$ cat config.mk
export PLATFORM = sky130hd
export DESIGN_NAME = div_repsub
export DESIGN_NICKNAME = d
export VERILOG_FILES = /design/src/rtl/div_repsub.sv
export SDC_FILE = /design/constraint.sdc
export NUM_CORES = 1
export LEC_CHECK = 0
export ABC_AREA = 0
export CORE_ASPECT_RATIO = 1.75
export CORE_MARGIN = 2
export CORE_UTILIZATION = 35
export CTS_CLUSTER_SIZE = 8
export DETAILED_ROUTE_END_ITERATION = 12
export PLACE_DENSITY = 0.53
export SYNTH_ARGS = -nofsm -noshare
export SYNTH_HDL_FRONTEND = slang
export SYNTH_SLANG_ARGS = --single-unit
$ cat constraint.sdc
create_clock -name clk -period 3.2 [get_ports clk]
set_input_delay 0.8 -clock clk [delete_from_list [all_inputs] [get_ports clk]]
set_output_delay 0.8 -clock clk [all_outputs]
set_load 0.05 [all_outputs]
$ cat src/rtl/div_repsub.sv
// -----------------------------------------------------------------------------
// div_repsub
//   Unsigned integer divider built on repeated subtraction. It is the inverse
//   companion of the repeated-addition multiplier and uses the same host
//   handshake: after start, the block asks for the dividend with lda and then
//   for the divisor with ldb, both on the shared datain bus. It then subtracts
//   the divisor from the running remainder once per cycle until the remainder
//   is smaller than the divisor.
//
// Ports
//   clk          rising-edge clock
//   rst_n        asynchronous active-low reset
//   start        level; sampled in IDLE to begin an operation
//   datain       shared operand bus (dividend while lda, divisor while ldb)
//   lda          high in the cycle the dividend is captured
//   ldb          high in the cycle the divisor is captured
//   busy         high while loading operands or dividing
//   done         one-cycle pulse; results are valid
//   div_by_zero  set together with done when the divisor was zero
//   quotient     registered quotient
//   remainder    registered remainder
// -----------------------------------------------------------------------------
module div_repsub #(
    parameter int WIDTH = 16
) (
    input  logic             clk,
    input  logic             rst_n,
    input  logic             start,
    input  logic [WIDTH-1:0] datain,
    output logic             lda,
    output logic             ldb,
    output logic             busy,
    output logic             done,
    output logic             div_by_zero,
    output logic [WIDTH-1:0] quotient,
    output logic [WIDTH-1:0] remainder
);

    typedef enum logic [2:0] {
        S_IDLE = 3'd0,
        S_LDA  = 3'd1,
        S_LDB  = 3'd2,
        S_CALC = 3'd3,
        S_DONE = 3'd4
    } state_t;

    state_t           r_state;
    state_t           w_state_nxt;

    logic [WIDTH-1:0] r_quot;
    logic [WIDTH-1:0] r_rem;
    logic [WIDTH-1:0] r_b;
    logic             r_dbz;

    logic             w_b_zero;
    logic             w_can_sub;

    assign w_b_zero  = (r_b == '0);
    // The running remainder doubles as the dividend register, so this compare
    // is what keeps the subtraction below from ever wrapping.
    assign w_can_sub = (r_rem >= r_b);

    // -------------------------------------------------------------------------
    // State register
    // -------------------------------------------------------------------------
    always_ff @(posedge clk or negedge rst_n) begin
        if (!rst_n) begin
            r_state <= S_IDLE;
        end else begin
            r_state <= w_state_nxt;
        end
    end

    // -------------------------------------------------------------------------
    // Next-state and Moore output decode
    // -------------------------------------------------------------------------
    always_comb begin
        w_state_nxt = r_state;
        lda         = 1'b0;
        ldb         = 1'b0;
        busy        = 1'b0;
        done        = 1'b0;
        case (r_state)
            S_IDLE: begin
                if (start) begin
                    w_state_nxt = S_LDA;
                end
            end
            S_LDA: begin
                lda         = 1'b1;
                busy        = 1'b1;
                w_state_nxt = S_LDB;
            end
            S_LDB: begin
                ldb         = 1'b1;
                busy        = 1'b1;
                w_state_nxt = S_CALC;
            end
            S_CALC: begin
                busy = 1'b1;
                // A zero divisor finishes at once; otherwise keep subtracting
                // while the remainder still covers the divisor.
                if (w_b_zero || !w_can_sub) begin
                    w_state_nxt = S_DONE;
                end
            end
            S_DONE: begin
                done        = 1'b1;
                w_state_nxt = S_IDLE;
            end
            default: begin
                w_state_nxt = S_IDLE;
            end
        endcase
    end

    // -------------------------------------------------------------------------
    // Datapath: operand capture and one subtraction per CALC cycle
    // -------------------------------------------------------------------------
    always_ff @(posedge clk or negedge rst_n) begin
        if (!rst_n) begin
            r_quot <= '0;
            r_rem  <= '0;
            r_b    <= '0;
            r_dbz  <= 1'b0;
        end else begin
            case (r_state)
                S_LDA: begin
                    r_rem  <= datain;
                    r_quot <= '0;
                    r_dbz  <= 1'b0;
                end
                S_LDB: begin
                    r_b <= datain;
                end
                S_CALC: begin
                    if (w_b_zero) begin
                        // Remainder keeps the dividend; quotient saturates.
                        r_quot <= '1;
                        r_dbz  <= 1'b1;
                    end else if (w_can_sub) begin
                        r_rem  <= r_rem - r_b;
                        r_quot <= r_quot + 1'b1;
                    end
                end
                default: begin
                end
            endcase
        end
    end

    assign quotient    = r_quot;
    assign remainder   = r_rem;
    assign div_by_zero = r_dbz;

endmodule

==> impl_metrics.yaml <==
synthesis:
  syn_area_per_cell_um2: 8.39
  ys_seq_area_share_pct: 39.9
  synth-edff-count: 0
  yosys_warnings: 0
  synth_top_family_by_area: "compound AO/OA/AOI/OAI gates"
  synth_fa_ha_area_share_pct: 7.13
  synth_top_area_share_pct: 39.9
  synthesis.nets: 426
  ys.flop_type: "dfrtp_1"
  ys_top_cells_by_area: "dfrtp_1 40%, ha_1 6.5%, nand2_1 5.9%"
  synth_cells: 389
  yosysTopAreaCell: "dfrtp_1"
  synthSimpleGateAreaFrac_pct: 20.4
  synth_seq_cells: 52
  ys_async_sr_fraction_pct: 100
  syn_area_um2: 3260
  synth_cell_types: 54
  yosys.area_share.xor_xnor_pct: 2.41
  synthMuxAreaShare_pct: 1.69
  synth_compound_area_share_pct: 23.8
power_and_ir_drop:
  powerDensity_nw_per_um2: 1240
  peakVddDrop_v: 0.000541
  leakagePower_nw: 1.76
finish:
  n_fill_cell: 980
  layout_commonest_cell: "clkdlybuf4s50_1"
  fin_area_um2: 4180
  stdcell_count: 572
  drive_gt1_share_pct: 8.85
  final_cell_mix: "53 x clkdlybuf4s50_1, 52 x dfrtp_1, 51 x nand2_1, 40 x nor2_1, 38 x o21ai_0"
  diodes: 0
  num-nets-final: 488
  syn_to_final_growth_pct: 28.2
die:
  fp.dieArea_um2: 10100
  fp.coreArea_um2: 9090
  initial_core_util_pct: 35.9
  ioPinCount: 56
  rows: 46
  fp.dieW_um: 77.0
  die_height_um: 132
clock_network:
  cts_buffer_depth: 2
  numCtsBuffers: 5
  post_cts_buffers: 0
  cts_resized: 0
  root_buffer: "clkbuf_16"
  postCtsHoldBufs: 0
  cts_tree: "yes"
  cts.clk_slew.worst_paths_ns: 0.07
  htreeDepth: 2
  clock_sinks: 52
  clk_latency_ns: 0.30
route:
  num_vias: 3035
  drc_errors: 0
  ant_nets: 0
  dr.pass1.iters: 4
  drtIter0Drc: 80
  wl_per_cell_um: 16.1
  via_per_inst: 5.31
  routed_wl_mm: 9.23
placement:
  place.gp.congestion: 0.870
  dp_hpwl_mm: 7.04
  port_buffers: 55
  dp_slack_ns: 0.215
  dpl.cell_count: 564
  place_area_um2: 4030
setup_path:
  r2r_slack_ns: 0.30
  cp_data_arrival_time_ns: 3.10
  cpMaxStageDelayCell: "o31ai_1"
  crit_type: "reg2reg"
  path_max_fanout: 14
  worstPathRequired_ns: 3.40
  cp-end-kind: "flop"
  cp_cell_sequence: "inv_1 -> ha_1 -> inv_1 -> fa_1 -> a21oi_1 -> a21o_1 -> a311oi_4 -> o31ai_1 -> a21oi_4 -> buf_4 -> buf_4 -> o21ai_0"
  cp-start-kind: "flop"
  slowest_delay_ns: 0.42
timing:
  fmaxAchievable_mhz: 345
  hold_viol: 0
  fin_crit_sh_pct: 90.5
  rsz0062_at_grt: "false"
  relSlewSlack_pct: 54.5
  slew_viol_final: 0
  finalSetupViolCount: 0
  clock_skew_ns: 0.00670
  setup_tns_ns: 0
  period_minus_slack_ns: 2.90
  fin_ws_ns: 0.304
  tightestPinTransition_ns: 0.682
global_routing:
  grt_max_degree: 53
  antenna_found_initial: 0
  grt_pass1_wl_mm: 15.3
  gr-total-overflow: 0
  first_global_vias: 3136
  groute.usage.overall_pct: 19.1
run:
  drv_cap: 0
run_status:
  outcome: "completed"
min_path:
  hold_class: "reg2reg"
metal layers:
metal	track usage [%]	wire, µm	part of all wire [%]
met1	19.9	3570	39
met2	36.4	5090	55
met3	2.95	288	3.1
met4	8.93	279	3.0
met5	0	0	0
sequential cells by signal, indices dropped and copies added (netlist names):
signal / count
quotient: 16
r_b: 16
remainder: 16
r_state: 3
div_by_zero: 1
critical path: cells and delay by family, from the launching register on:
kind | cells | cell delay (ns)
adders and majority gates | 2 | 0.56
buffers and inverters | 4 | 0.50
DFF | 1 | 0.37
AOI/OAI and AO/OA | 6 | 1.36
through the flow:
stage	hold slack (ns)	power [mW]	utilization [%]
6_report	0.506	5.17	46.0
5_1_grt	0.550	5.64	46.0
4_1_cts	0.519	5.20	45.9
3_5_place_dp	0.502	4.61	44.3
3_3_place_gp	0.483	4.59	44.3
2_1_floorplan	0.471	3.56	-
Yosys cell counts (all sizes together), types with 4 or more instances:
| cell | instances |
|---|---|
| o31ai | 5 |
| a211oi | 6 |
| a31oi | 10 |
| inv | 23 |
| mux2 | 4 |
| nor3 | 8 |
| a21oi | 36 |
| a21o | 7 |
| and2 | 5 |
| nor2b | 4 |
| nand3 | 11 |
| nand2 | 51 |
| nor4 | 6 |
| dfrtp | 52 |
| xor2 | 6 |
| nor2 | 40 |
| ha | 17 |
| buf | 4 |
| o21ai | 39 |
| clkbuf | 13 |
power by group:
| group | switching (mW) | internal [mW] |
|---|---|---|
| Sequential | 0.184 | 0.898 |
| Clock | 0.251 | 0.312 |
| Combinational | 2.21 | 1.32 |
final cells by class:
type	instances	area (µm²)	area share [%]
multi-input combinational	297	1830	43.6
sequential	52	1300	31.1
timing repair buffer	72	671	16.0
tap	120	150	3.59
clock buffer	7	143	3.41
inverter	23	86.3	2.06
clock inverter	1	7.51	0.179
path summary, 6_finish.rpt:
path,endpoint,cells after the start,start
worst max-delay path,remainder[0]$_DFFE_PN0P_,12,remainder[0]$_DFFE_PN0P_
worst min-delay path,div_by_zero$_DFFE_PN0P_,2,div_by_zero$_DFFE_PN0P_
worst max register to register,remainder[0]$_DFFE_PN0P_,12,remainder[0]$_DFFE_PN0P_
worst min register to register,div_by_zero$_DFFE_PN0P_,2,div_by_zero$_DFFE_PN0P_
max in group asynchronous,remainder[13]$_DFFE_PN0P_,2,rst_n
min in group asynchronous,quotient[14]$_DFFE_PN0P_,2,rst_n
logic make-up (layout without fill, tap and decap cells):
| logic type | after synthesis | after routing |
|---|---|---|
| xor+xnor | 9 | 9 |
| fa+ha+maj | 18 | 18 |
| flops | 52 | 52 |
| mux | 5 | 5 |
| simple gates | 141 | 141 |
| buf+inv | 40 | 103 |
| compound gates | 124 | 124 |
No activity file was read; power rests on OpenSTA's default activity.
